==> src/rtl/link_flap_monitor_if.sv <==
// Link-detect monitor signal bundle: debounced level and alarm ack in,
// registered level, edge events, counters and flap alarm out.
interface link_flap_monitor_if #(
  parameter int unsigned CNT_W = 16
) ();
  logic             db_in;
  logic             alarm_ack;
  logic             link_up;
  logic             rise_evt;
  logic             fall_evt;
  logic [CNT_W-1:0] up_events;
  logic [CNT_W-1:0] uptime_ticks;
  logic             flap_alarm;

  modport master (
    output db_in, alarm_ack,
    input  link_up, rise_evt, fall_evt, up_events, uptime_ticks, flap_alarm
  );

  modport slave (
    input  db_in, alarm_ack,
    output link_up, rise_evt, fall_evt, up_events, uptime_ticks, flap_alarm
  );
endinterface

==> src/rtl/link_flap_monitor.sv <==
// Tracks the debounced link level: edge events, up-event and uptime counters,
// and a sticky alarm when the link drops too often inside a tick window.
module link_flap_monitor #(
  parameter int unsigned TICK_DIV    = 500000,
  parameter int unsigned FLAP_WINDOW = 100,
  parameter int unsigned FLAP_LIMIT  = 4,
  parameter int unsigned CNT_W       = 16
) (
  input  logic               clk,
  input  logic               reset,
  link_flap_monitor_if.slave bus
);

  localparam int unsigned PRE_W = $clog2(TICK_DIV);
  localparam int unsigned WIN_W = $clog2(FLAP_WINDOW + 1);
  localparam int unsigned FC_W  = $clog2(FLAP_LIMIT + 1);
  localparam logic [CNT_W-1:0] CNT_MAX = '1;

  typedef enum logic {
    DOWN = 1'b0,
    UP   = 1'b1
  } state_t;

  state_t           state;
  state_t           state_nxt;
  logic             rise_c;
  logic             fall_c;
  logic             tick_c;
  logic             alarm_set_c;

  logic [PRE_W-1:0] pre_cnt;
  logic [FC_W-1:0]  fall_cnt;
  logic [FC_W-1:0]  fall_cnt_nxt;
  logic [FC_W-1:0]  fall_sum;
  logic [WIN_W-1:0] win_cnt;
  logic [WIN_W-1:0] win_cnt_nxt;

  logic             link_up_q;
  logic             rise_q;
  logic             fall_q;
  logic [CNT_W-1:0] up_events_q;
  logic [CNT_W-1:0] uptime_q;
  logic             alarm_q;

  // Link state register
  always_ff @(posedge clk or posedge reset) begin
    if (reset) state <= DOWN;
    else       state <= state_nxt;
  end

  // Link state transitions and edge strobes
  always_comb begin
    state_nxt = state;
    rise_c    = 1'b0;
    fall_c    = 1'b0;
    case (state)
      DOWN: if (bus.db_in) begin
        state_nxt = UP;
        rise_c    = 1'b1;
      end
      UP: if (!bus.db_in) begin
        state_nxt = DOWN;
        fall_c    = 1'b1;
      end
      default: state_nxt = DOWN;
    endcase
  end

  // Free-running tick prescaler, independent of link activity
  assign tick_c = (pre_cnt == PRE_W'(TICK_DIV - 1));

  always_ff @(posedge clk or posedge reset) begin
    if (reset)       pre_cnt <= '0;
    else if (tick_c) pre_cnt <= '0;
    else             pre_cnt <= pre_cnt + PRE_W'(1);
  end

  // Window expiry is applied first so a fall sees the already-aged window
  always_comb begin
    fall_cnt_nxt = fall_cnt;
    win_cnt_nxt  = win_cnt;
    fall_sum     = '0;
    alarm_set_c  = 1'b0;
    if ((fall_cnt != '0) && tick_c) begin
      if (win_cnt == WIN_W'(FLAP_WINDOW - 1)) begin
        fall_cnt_nxt = '0;
        win_cnt_nxt  = '0;
      end else begin
        win_cnt_nxt = win_cnt + WIN_W'(1);
      end
    end
    if (fall_c) begin
      if (fall_cnt_nxt == '0) win_cnt_nxt = '0;
      fall_sum = fall_cnt_nxt + FC_W'(1);
      if (fall_sum == FC_W'(FLAP_LIMIT)) begin
        alarm_set_c  = 1'b1;
        fall_cnt_nxt = '0;
        win_cnt_nxt  = '0;
      end else begin
        fall_cnt_nxt = fall_sum;
      end
    end
  end

  always_ff @(posedge clk or posedge reset) begin
    if (reset) begin
      fall_cnt <= '0;
      win_cnt  <= '0;
    end else begin
      fall_cnt <= fall_cnt_nxt;
      win_cnt  <= win_cnt_nxt;
    end
  end

  // Registered outputs; a new alarm outranks a simultaneous acknowledge
  always_ff @(posedge clk or posedge reset) begin
    if (reset) begin
      link_up_q   <= 1'b0;
      rise_q      <= 1'b0;
      fall_q      <= 1'b0;
      up_events_q <= '0;
      uptime_q    <= '0;
      alarm_q     <= 1'b0;
    end else begin
      link_up_q <= (state_nxt == UP);
      rise_q    <= rise_c;
      fall_q    <= fall_c;
      if (rise_c && (up_events_q != CNT_MAX))
        up_events_q <= up_events_q + CNT_W'(1);
      if (rise_c)
        uptime_q <= '0;
      else if ((state == UP) && tick_c && (uptime_q != CNT_MAX))
        uptime_q <= uptime_q + CNT_W'(1);
      alarm_q <= alarm_set_c | (alarm_q & ~bus.alarm_ack);
    end
  end

  assign bus.link_up      = link_up_q;
  assign bus.rise_evt     = rise_q;
  assign bus.fall_evt     = fall_q;
  assign bus.up_events    = up_events_q;
  assign bus.uptime_ticks = uptime_q;
  assign bus.flap_alarm   = alarm_q;

endmodule

==> src/flat_wrapper.sv <==
// flat-port wrapper written by rule: the top's interface ports become plain ports
module link_flap_monitor_flat 
#(
  parameter int unsigned TICK_DIV    = 500000,
  parameter int unsigned FLAP_WINDOW = 100,
  parameter int unsigned FLAP_LIMIT  = 4,
  parameter int unsigned CNT_W       = 16
)
  (clk, reset, bus_db_in, bus_alarm_ack, bus_link_up, bus_rise_evt, bus_fall_evt, bus_up_events, bus_uptime_ticks, bus_flap_alarm);
  link_flap_monitor_if #(.CNT_W(CNT_W)) bus_i ();
  input  logic clk;
  input  logic reset;
  input wire logic [$bits(bus_i.db_in)-1:0] bus_db_in;
  input wire logic [$bits(bus_i.alarm_ack)-1:0] bus_alarm_ack;
  output wire logic [$bits(bus_i.link_up)-1:0] bus_link_up;
  output wire logic [$bits(bus_i.rise_evt)-1:0] bus_rise_evt;
  output wire logic [$bits(bus_i.fall_evt)-1:0] bus_fall_evt;
  output wire logic [$bits(bus_i.up_events)-1:0] bus_up_events;
  output wire logic [$bits(bus_i.uptime_ticks)-1:0] bus_uptime_ticks;
  output wire logic [$bits(bus_i.flap_alarm)-1:0] bus_flap_alarm;
  assign bus_i.db_in = bus_db_in;
  assign bus_i.alarm_ack = bus_alarm_ack;
  assign bus_link_up = bus_i.link_up;
  assign bus_rise_evt = bus_i.rise_evt;
  assign bus_fall_evt = bus_i.fall_evt;
  assign bus_up_events = bus_i.up_events;
  assign bus_uptime_ticks = bus_i.uptime_ticks;
  assign bus_flap_alarm = bus_i.flap_alarm;
  link_flap_monitor #(.TICK_DIV(TICK_DIV), .FLAP_WINDOW(FLAP_WINDOW), .FLAP_LIMIT(FLAP_LIMIT), .CNT_W(CNT_W)) u_core (.clk(clk), .reset(reset), .bus(bus_i));
endmodule
==> config.mk <==
export PLATFORM = sky130hd
export DESIGN_NAME = link_flap_monitor_flat
export DESIGN_NICKNAME = d
export VERILOG_FILES = /design/src/rtl/link_flap_monitor_if.sv /design/src/rtl/link_flap_monitor.sv /design/src/flat_wrapper.sv
export SDC_FILE = /design/constraint.sdc
export NUM_CORES = 1
export LEC_CHECK = 0
export ABC_AREA = 1
export BUFFER_PORTS_ARGS = -buffer_cell sky130_fd_sc_hd__buf_2
export CAP_MARGIN = 20
export CORE_MARGIN = 1.5
export CORE_UTILIZATION = 63
export CTS_CLUSTER_SIZE = 12
export DETAILED_ROUTE_END_ITERATION = 10
export PLACE_DENSITY = 0.85
export SETUP_SLACK_MARGIN = 0.3
export SLEW_MARGIN = 20
export SYNTH_ARGS = -nofsm -noshare
export SYNTH_HDL_FRONTEND = slang
export SYNTH_SLANG_ARGS = --single-unit
==> constraint.sdc <==
create_clock -name clk -period 4 [get_ports clk]
set_input_delay 0.8 -clock clk [delete_from_list [all_inputs] [get_ports clk]]
set_output_delay 0.8 -clock clk [all_outputs]
set_load 0.01 [all_outputs]
======== Word level (Yosys, flattened, before mapping) ========
Cells that the tools add are included.
storage, ports and cells
  memories ................................ 0
  input port bits ......................... 4
  latch bits .............................. 0
  flip-flop bits (word level) ............. 65
  RAM bits ................................ 0
  word-level logic and storage cells ...... 47
  bits in read-only memories .............. 0
  output and inout bits ................... 36
cells by class
  order comparisons ....................... 0
  add/subtract/negate cells ............... 5
  multiplexer cells ....................... 18
  equality and inequality tests ........... 5
  reduce and logical (&&, ||, !) cells .... 7
  divide/modulo/power cells ............... 0
  shifts and indexed selects .............. 0
  bitwise gates (word level) .............. 3
  multiply operators ...................... 0
operators by type and width
  cell                                            count
  two-way mux 7 bit                               5
  adder 16 x 1 -> 16 bit (second input constant)  2
  two-way mux 16 bit                              2
  inequality test 16 bit (second input constant)  2
  adder 19 x 1 -> 19 bit (second input constant)  1
  equality test 19 bit (second input constant)    1
  two-way mux 19 bit                              1
  two-way mux 3 bit                               4
  adder 7 x 1 -> 7 bit (second input constant)    1
  equality test 7 bit (second input constant)     1
  two-way mux 1 bit                               6
  logical AND 1 bit                               4
  adder 3 x 1 -> 3 bit (second input constant)    1
  equality test 3 bit (second input constant)     1
  zero test 3 bit                                 1
  nonzero test 3 bit                              1
  nonzero test 2 bit                              1
  AND 1 bit                                       1
  inverter 1 bit                                  1
  OR 1 bit                                        1

======== Logic depth before layout (Yosys ltp) ========
Gate-level depths: netlist of run 1.
  depth in word-level cells ............... 8
  depth in mapped cells ................... 14
  depth with buffers taken out ............ 14

======== Worst setup path after synthesis of run 1 ========
OpenSTA, ideal clock, no wires.
  path type ............................... flip-flop to flip-flop
  from .................................... register u_core.pre_cnt[0]
  to ...................................... register u_core.win_cnt[5]
  stages on the path, launching flop included .. 15
  data required time ...................... 3.882 ns
  setup slack ............................. 2.026 ns
  path buffers ............................ 0
  setup time .............................. 0.118 ns
  clock period less this slack ............ 1.974 ns
  arrival time ............................ 1.856 ns
  path through ............................ dfrtp_1 -> ha_1 -> nand3_2 -> clkinv_2 -> nand3_4 -> nor2_8 -> nand3_4 -> inv_1 -> nor2_1 -> ha_1 -> inv_1 -> nor2_1 -> nand3_2 -> nand2_4 -> nor2_2
on the way
  cells in the longest elaborated chain, start to end .. 7
  elaborated cells on any way between the ends .. 10
  those cells by class .................... add/sub (1); eq/ne (2); mux (5); reduce/logical (2)
ends and longest elaborated chain
  element                                                   line                                              source
  start: declaration                                        link_flap_monitor.sv:31                           logic [PRE_W-1:0] pre_cnt;
  start signal: assignment                                  link_flap_monitor.sv:75                           else pre_cnt <= pre_cnt + PRE_W'(1);
  equality test 19 bit *                                    link_flap_monitor.sv:70                           assign tick_c = (pre_cnt == PRE_W'(TICK_DIV - 1));
  logical AND 1 bit *                                       link_flap_monitor.sv:84                           if ((fall_cnt != '0) && tick_c) begin
  two-way mux 3 bit                                         link_flap_monitor.sv:84
  adder 3 x 1 -> 3 bit or zero test 3 bit (tied branches)   link_flap_monitor.sv:94, link_flap_monitor.sv:93
  equality test 3 bit or two-way mux 7 bit (tied branches)  link_flap_monitor.sv:95, link_flap_monitor.sv:93
  two-way mux 7 bit                                         link_flap_monitor.sv:95                           if (fall_sum == FC_W'(FLAP_LIMIT)) begin
  two-way mux 7 bit *                                       link_flap_monitor.sv:92                           if (fall_c) begin
  net u_core.win_cnt_nxt[5]                                 link_flap_monitor.sv:36                           logic [WIN_W-1:0] win_cnt_nxt;
  end signal: assignment                                    link_flap_monitor.sv:111                          win_cnt <= win_cnt_nxt;
  end: declaration                                          link_flap_monitor.sv:35                           logic [WIN_W-1:0] win_cnt;
Mark *: on every way through the listed nets, which the timed path passes. The rest lies on a longest branch.
A chain may end at the register's enable or synchronous reset.

======== Final worst setup path of run 1 ========
  from .................................... register u_core.pre_cnt[0]
  to ...................................... register u_core.win_cnt[3]
Same word-level chain as after synthesis.

==> impl_metrics.json, run 1 <==
{
  "outcome": "finished, final reports clean",
  "ctsHoldBuffers": 0,
  "dpl.hpwl_mm": 5.27,
  "vias": 3018,
  "antenna_found_initial": 0,
  "globalRoute.busiestLayer": "met2",
  "multiInputGateArea_um2": 1760,
  "critical_path_required_ns": 4.28,
  "first_pass_grt_wire_length_mm": 12.6,
  "drt_first_iter_violations": 202,
  "clk_pin_slew_worst_paths_ns": 0.07,
  "setup_tns_ns": 0,
  "min_period_ns": 2.26,
  "timing_worst_setup_path_type": "flop to flop",
  "use_met3": 0.0377,
  "share_of_the_clock_period_used_by_the_worst_path": 0.565,
  "dr.pass1.iters": 5,
  "synth.yosys.warnings": 0,
  "max_freq_mhz": 443,
  "htree_levels": 3,
  "worstPathArrival_ns": 2.54,
  "placementRows": 27,
  "postRouteWirelength_mm": 7.45,
  "synth_area_leader_cell": "sky130_fd_sc_hd__dfrtp_1",
  "num_antenna_cells": 0,
  "worst_pin_slew_ns": 0.908,
  "overflow": 0,
  "leakage_uw": 0.00203,
  "io_buffers": 39,
  "cts.path.max_buffers": 2,
  "ys_seq_area_frac": 0.443,
  "cts_tree": "yes",
  "critical_path.reg2reg.startpoint": "u_core.pre_cnt[0]",
  "ioPinCount": 40,
  "power.total_uw": 1770,
  "start_util": 0.659,
  "tritoncts.num_buffers": 9,
  "drive_above_1_share": 0.221,
  "critical_path.endpoint": "u_core.win_cnt[3]",
  "endpoint_kind": "flop",
  "layout_net_count": 488,
  "timing_hold_violations_final": 0,
  "yosys.cell_types.count": 39,
  "pwr_density_cell_nw_per_um2": 426,
  "total_standard_cell_area_after_synthesis_um2": 3670,
  "seqCellArea_um2": 1630,
  "global_route.usage.total": 0.255,
  "setup.worst_path.start_class": "flop",
  "syn_area_per_cell_um2": 8.49,
  "report.final.setup_viol": 0,
  "post_drt_wl_per_cell_um": 13.4,
  "ys_seq_elements": 65,
  "endpoint_of_the_lowest_slack_register_to_register_path": "u_core.win_cnt[3]",
  "ys.flop_type": "sky130_fd_sc_hd__dfrtp_1",
  "grtUsageMet2": 0.414,
  "maxSlewViolCount": 0,
  "timing.reg2reg.worst_path_depth": 14,
  "cts-root-buf": "sky130_fd_sc_hd__clkbuf_8",
  "synth_fp_nets": 442,
  "timing.slew.headroom": 0.394,
  "timing.critical_path.from": "u_core.pre_cnt[0]",
  "clock-skew-final_ns": 0.00731,
  "area_growth_pct": 13.2,
  "die_width_um": 79.4,
  "design.core.area_um2": 5570,
  "clock_sinks": 65,
  "netlist_instances": 433,
  "r2r_slack_ns": 1.74,
  "clock_insertion_delay_worst_skew_ns": 0.35,
  "floorplan.die.height_um": 79.4,
  "nFillCells": 389,
  "first_global_vias": 2869,
  "number_of_enable_type_register_cells_in_the_synthesized_netlist": 0,
  "fp.dieArea_um2": 6300,
  "synth.top_cells.by_area": "sky130_fd_sc_hd__dfrtp_1, sky130_fd_sc_hd__nand2_1, sky130_fd_sc_hd__xor2_1",
  "place.gp.congestion": 0.933,
  "yosys.area.top_type_share": 0.443,
  "async_reset_ff_frac": 1.00,
  "avgViaCountPerCell": 5.43,
  "post_cts_resized": 0,
  "path_max_fanout": 8,
  "maximum_capacitance_violations": 0,
  "holdCritPathClass": "flop to flop",
  "postCtsSetupBuffers": 0,
  "synthMostInstantiatedCell": "sky130_fd_sc_hd__nand2_1",
  "vdd.ir_drop.worst_mv": 0.285,
  "gr_layer_usage_met1": 0.340,
  "drtAntennaViolNets": 0,
  "post_synth_most_frequent_cells": "sky130_fd_sc_hd__nand2_1, sky130_fd_sc_hd__dfrtp_1, sky130_fd_sc_hd__inv_1, sky130_fd_sc_hd__nor2_1, sky130_fd_sc_hd__xor2_1",
  "remaining_drc_errors": 0,
  "pin_count_of_the_biggest_net_entering_global_routing": 55,
  "setup_repair_after_global_routing_missed_its_margin": "false"
}
-- area by class of cell --
type	instances	area share
timing repair buffer	41	0.0505
multi-input combinational	297	0.422
sequential	65	0.391
clock inverter	5	0.0187
clock buffer	11	0.0364
tap	72	0.0217
inverter	65	0.0593
-- worst min-delay path by stage --
stage | slack [ns] | cells past startpoint | start | end
floorplan | 0.43 | 1 | u_core.pre_cnt[0] | u_core.pre_cnt[0]
global placement | 0.44 | 1 | u_core.pre_cnt[0] | u_core.pre_cnt[0]
detailed placement | 0.46 | 1 | u_core.pre_cnt[17] | u_core.pre_cnt[17]
CTS | 0.47 | 1 | u_core.pre_cnt[17] | u_core.pre_cnt[17]
global route | 0.50 | 1 | u_core.pre_cnt[17] | u_core.pre_cnt[17]
finish | 0.48 | 1 | u_core.pre_cnt[17] | u_core.pre_cnt[17]
-- flip-flops by register name (all words and copies together) (netlist names) --
name                     cells
u_core.bus.fall_evt          1
u_core.state                 1
u_core.bus.uptime_ticks     16
u_core.pre_cnt              19
u_core.fall_cnt              3
u_core.bus.up_events        16
u_core.win_cnt               7
u_core.bus.flap_alarm        1
u_core.bus.rise_evt          1
-- power by group --
part	internal, µW	switching [µW]	total, µW
Combinational	123	201	325
Sequential	731	77.2	808
Clock	383	254	637
-- placed cells by master (no fill, tap or decap), drive strengths merged --
cell type,n
nand2,90
dfrtp,65
inv,63
nor2,60
buf,41
xor2,35
nand3,29
nor3,20
nand4,12
clkbuf,11
o21ai,9
o31ai,9
a21oi,7
xnor2,6
ha,5
clkinv,4
nor4,4
o22ai,3
nor3b,3
bufinv,2
and2,1
nand3b,1
or2,1
o21bai,1
o21a,1
clkinvlp,1
-- worst max-delay path: stages, from the launching register on --
cell and delay, ns:
sky130_fd_sc_hd__dfrtp_1 0.39, sky130_fd_sc_hd__ha_1 0.31, sky130_fd_sc_hd__nand3_2 0.18, sky130_fd_sc_hd__clkinv_2 0.10, sky130_fd_sc_hd__nand3_4 0.12, sky130_fd_sc_hd__nor2_8 0.19
sky130_fd_sc_hd__nand3_4 0.11, sky130_fd_sc_hd__inv_1 0.11, sky130_fd_sc_hd__nor2_1 0.07, sky130_fd_sc_hd__ha_1 0.19, sky130_fd_sc_hd__inv_1 0.07, sky130_fd_sc_hd__nor2_1 0.06
sky130_fd_sc_hd__nand3_2 0.09, sky130_fd_sc_hd__nand2_4 0.10, sky130_fd_sc_hd__nor2_2 0.10
-- metrics by stage --
step / hold WS, ns / instances / instance area, µm² / worst slack [ns] / util
6_report: 0.476 / 556 / 4160 / 1.74 / 0.746
5_1_grt: 0.505 / 556 / 4160 / 1.57 / 0.746
4_1_cts: 0.473 / 556 / 4160 / 1.75 / 0.746
3_5_place_dp: 0.462 / 540 / 3930 / 1.67 / 0.705
3_3_place_gp: 0.443 / 540 / 3930 / 1.75 / 0.705
2_1_floorplan: 0.433 / 433 / 3670 / 1.57 / -
-- routing by layer --
metal,share of wire,wire [µm]
met4,0.018,131
met3,0.038,284
met5,0,0
met2,0.49,3680
met1,0.45,3360
-- logic make-up after synthesis --
| kind of cell | after synthesis | synth area share |
|---|---|---|
| buffers and inverters | 71 | 0.0793 |
| adders and majority gates | 5 | 0.0170 |
| and+or+nand+nor | 221 | 0.307 |
| xor gates and xnor gates | 41 | 0.0977 |
| AOI/OAI and AO/OA | 30 | 0.0562 |
| DFF | 65 | 0.443 |
Power figures use the tool's default switching activity.
==> run 2, diff against run 1 <==
--- a/config.mk
+++ b/config.mk
@@ -9,10 +9,10 @@
 export BUFFER_PORTS_ARGS = -buffer_cell sky130_fd_sc_hd__buf_2
 export CAP_MARGIN = 20
 export CORE_MARGIN = 1.5
-export CORE_UTILIZATION = 63
+export CORE_UTILIZATION = 53
 export CTS_CLUSTER_SIZE = 12
 export DETAILED_ROUTE_END_ITERATION = 10
-export PLACE_DENSITY = 0.85
+export PLACE_DENSITY = 0.76
 export SETUP_SLACK_MARGIN = 0.3
 export SLEW_MARGIN = 20
 export SYNTH_ARGS = -nofsm -noshare
==> constraint.sdc (replaced) <==
create_clock -name clk -period 2.05 [get_ports clk]
set_input_delay 0.41 -clock clk [delete_from_list [all_inputs] [get_ports clk]]
set_output_delay 0.41 -clock clk [all_outputs]
set_load 0.01 [all_outputs]
==> run 2 against run 1 <==
  * First-iteration DRC count increased by 0.99%
  * Non-clock buffer count increased by 42
  * Final cell count increased by 9.2%
  * Clock power increased by 73%
  * Flip-flop and latch count unchanged
  * Largest power group unchanged
  * Combinational power increased to 2.9 times the previous value
  * Wire length increased by 18%
==> impl_metrics.json, run 2 (synthesized netlist as in run 1, its figures left out) <==
{
  "dr.pass1.iters": 5,
  "ioPinCount": 40,
  "worstPathArrival_ns": 2.19,
  "start_util": 0.544,
  "post_layout_nonfiller_instances": 607,
  "die_width_um": 86.3,
  "clk_pin_slew_worst_paths_ns": 0.07,
  "drtAntennaViolNets": 0,
  "vdd.ir_drop.worst_mv": 0.665,
  "cts_tree": "yes",
  "tritoncts.num_buffers": 9,
  "critical_path_required_ns": 2.31,
  "leading_cell_type_in_the_layout_fill_and_taps_excluded": "sky130_fd_sc_hd__nand2_1",
  "dpl.cell_count": 556,
  "clock_insertion_delay_worst_skew_ns": 0.35,
  "nFillCells": 485,
  "endpoint_kind": "flop",
  "htree_levels": 3,
  "worst_pin_slew_ns": 0.562,
  "dpl.hpwl_mm": 5.33,
  "global_route.usage.total": 0.238,
  "outcome": "finished, final reports clean",
  "pin_count_of_the_biggest_net_entering_global_routing": 42,
  "ctsHoldBuffers": 0,
  "max_freq_mhz": 518,
  "maximum_capacitance_violations": 0,
  "cts.path.max_buffers": 2,
  "area_growth_pct": 28.0,
  "pwr_density_cell_nw_per_um2": 772,
  "setup.worst_path.start_class": "flop",
  "path_max_fanout": 3,
  "setup_tns_ns": 0,
  "mostFrequentLayoutCells": "sky130_fd_sc_hd__nand2_1, sky130_fd_sc_hd__dfrtp_1, sky130_fd_sc_hd__inv_1",
  "postRouteWirelength_mm": 8.82,
  "timing.slew.headroom": 0.624,
  "avgViaCountPerCell": 5.47,
  "worst_path_top_cell_family_by_delay": "simple AND/OR/NAND/NOR gates",
  "max_flop_register": "u_core.pre_cnt",
  "largest_register_ff_count": 19,
  "first_global_vias": 3039,
  "floorplan.die.height_um": 86.3,
  "design.core.area_um2": 6760,
  "report.final.setup_viol": 0,
  "utilization": 0.696,
  "vias": 3323,
  "setup_repair_after_global_routing_missed_its_margin": "true",
  "overflow": 0,
  "min_period_ns": 1.93,
  "placementRows": 30,
  "num_antenna_cells": 0,
  "layout_net_count": 531,
  "post_drt_wl_per_cell_um": 14.5,
  "clock_sinks": 65,
  "drive_above_1_share": 0.328,
  "first_pass_grt_wire_length_mm": 13.9,
  "clock-skew-final_ns": 0.0119,
  "cts-root-buf": "sky130_fd_sc_hd__clkbuf_8",
  "io_buffers": 39,
  "leakage_uw": 0.00229,
  "timing_worst_setup_path_type": "flop to flop",
  "fp.dieArea_um2": 7440,
  "critical_path.cell_chain": "ha_4 > inv_2 > or2_4 > nor3_4 > nand3_4 > inv_4 > nor2_4 > ha_4 > inv_4 > buf_4 > buf_6 > nand2_4 > o22ai_2",
  "cpMaxStageDelayCell": "sky130_fd_sc_hd__dfrtp_1",
  "maxSlewViolCount": 0,
  "remaining_drc_errors": 0,
  "holdCritPathClass": "primary input to asynchronous set/reset pin",
  "antenna_found_initial": 0,
  "drt_first_iter_violations": 204,
  "share_of_the_clock_period_used_by_the_worst_path": 0.941,
  "place.gp.congestion": 0.890,
  "crit_buf_inv": 5,
  "timing_hold_violations_final": 0,
  "max_stage_delay_ns": 0.41
}
==> run 2: cell types whose count changed in the layout (fill, tap and decap cells not counted), moves of 4 or more <==
cell                      delta
sky130_fd_sc_hd__buf_4      +37
sky130_fd_sc_hd__nand3_2     -4
sky130_fd_sc_hd__inv_4       +4
sky130_fd_sc_hd__nor2_4      +8
sky130_fd_sc_hd__nand2_2     +5
sky130_fd_sc_hd__inv_1       -4
sky130_fd_sc_hd__nand2_1     -6
sky130_fd_sc_hd__ha_4        +4
sky130_fd_sc_hd__nor2_1      -7
sky130_fd_sc_hd__nand3_4     +4
sky130_fd_sc_hd__ha_1        -4
==> run 2: metal layers <==
layer	up-vias	track usage	part of all wire
li1	1574	-	-
met1	1600	0.316	0.44
met2	126	0.382	0.49
met3	23	0.0629	0.052
met4	0	0.0806	0.020
met5	-	0	0
==> run 2: layout make-up <==
| class | instances | area [µm²] | share of cell area |
|---|---|---|---|
| Clock buffer | 13 | 149 | 0.0317 |
| Inverter | 65 | 258 | 0.0548 |
| Multi-Input combinational cell | 298 | 1970 | 0.418 |
| Tap cell | 80 | 100 | 0.0213 |
| Clock inverter | 3 | 40.0 | 0.00851 |
| Timing Repair Buffer | 83 | 562 | 0.119 |
| Sequential cell | 65 | 1630 | 0.346 |
==> run 2: stage by stage <==
| stage | total power, µW | hold WS (ns) | area, µm² | setup WS, ns |
|---|---|---|---|---|
| after floorplan | 2080 | 0.438 | 3710 | 0.209 |
| after global placement | 2270 | 0.449 | 4050 | 0.162 |
| after detailed placement | 2300 | 0.480 | 4050 | 0.0770 |
| after CTS | 3460 | 0.133 | 4450 | 0.231 |
| after global routing | 3810 | 0.146 | 4700 | 0.0424 |
| final | 3630 | 0.110 | 4700 | 0.120 |
==> run 2: repair_timing <==
item | CTS | global route
gates resized for setup | 12 | 32
cloned | 1 | 0
setup buffers | 19 | 15
setup endpoints to repair | 25 | 33
pin swaps | 13 | 13
==> run 2: final timing paths <==
kind	slack [ns]	start	end	cells after the start
max reg2reg	0.12	u_core.win_cnt[0]	u_core.fall_cnt[2]	13
max in group asynchronous	1.37	reset	u_core.pre_cnt[3]	3
min	0.11	reset	u_core.bus.flap_alarm	2
min reg2reg	0.48	u_core.bus.up_events[15]	u_core.bus.up_events[15]	1
max	0.12	u_core.win_cnt[0]	u_core.fall_cnt[2]	13
min in group clk	0.18	bus_db_in	u_core.state	1
==> run 2: power breakdown <==
group / switching, µW / total (µW) / internal (µW)
combinational: 535 / 950 / 414
clock: 506 / 1100 / 593
sequential: 154 / 1580 / 1430
total: 1200 / 3630 / 2430
==> run 2: worst register-to-register path, stage by stage (launching register included) <==
cell and delay [ns]:
sky130_fd_sc_hd__dfrtp_1 0.41, sky130_fd_sc_hd__ha_4 0.16, sky130_fd_sc_hd__inv_2 0.04, sky130_fd_sc_hd__or2_4 0.23, sky130_fd_sc_hd__nor3_4 0.16, sky130_fd_sc_hd__nand3_4 0.11, sky130_fd_sc_hd__inv_4 0.10, sky130_fd_sc_hd__nor2_4 0.05
sky130_fd_sc_hd__ha_4 0.16, sky130_fd_sc_hd__inv_4 0.05, sky130_fd_sc_hd__buf_4 0.10, sky130_fd_sc_hd__buf_6 0.09, sky130_fd_sc_hd__nand2_4 0.04, sky130_fd_sc_hd__o22ai_2 0.15
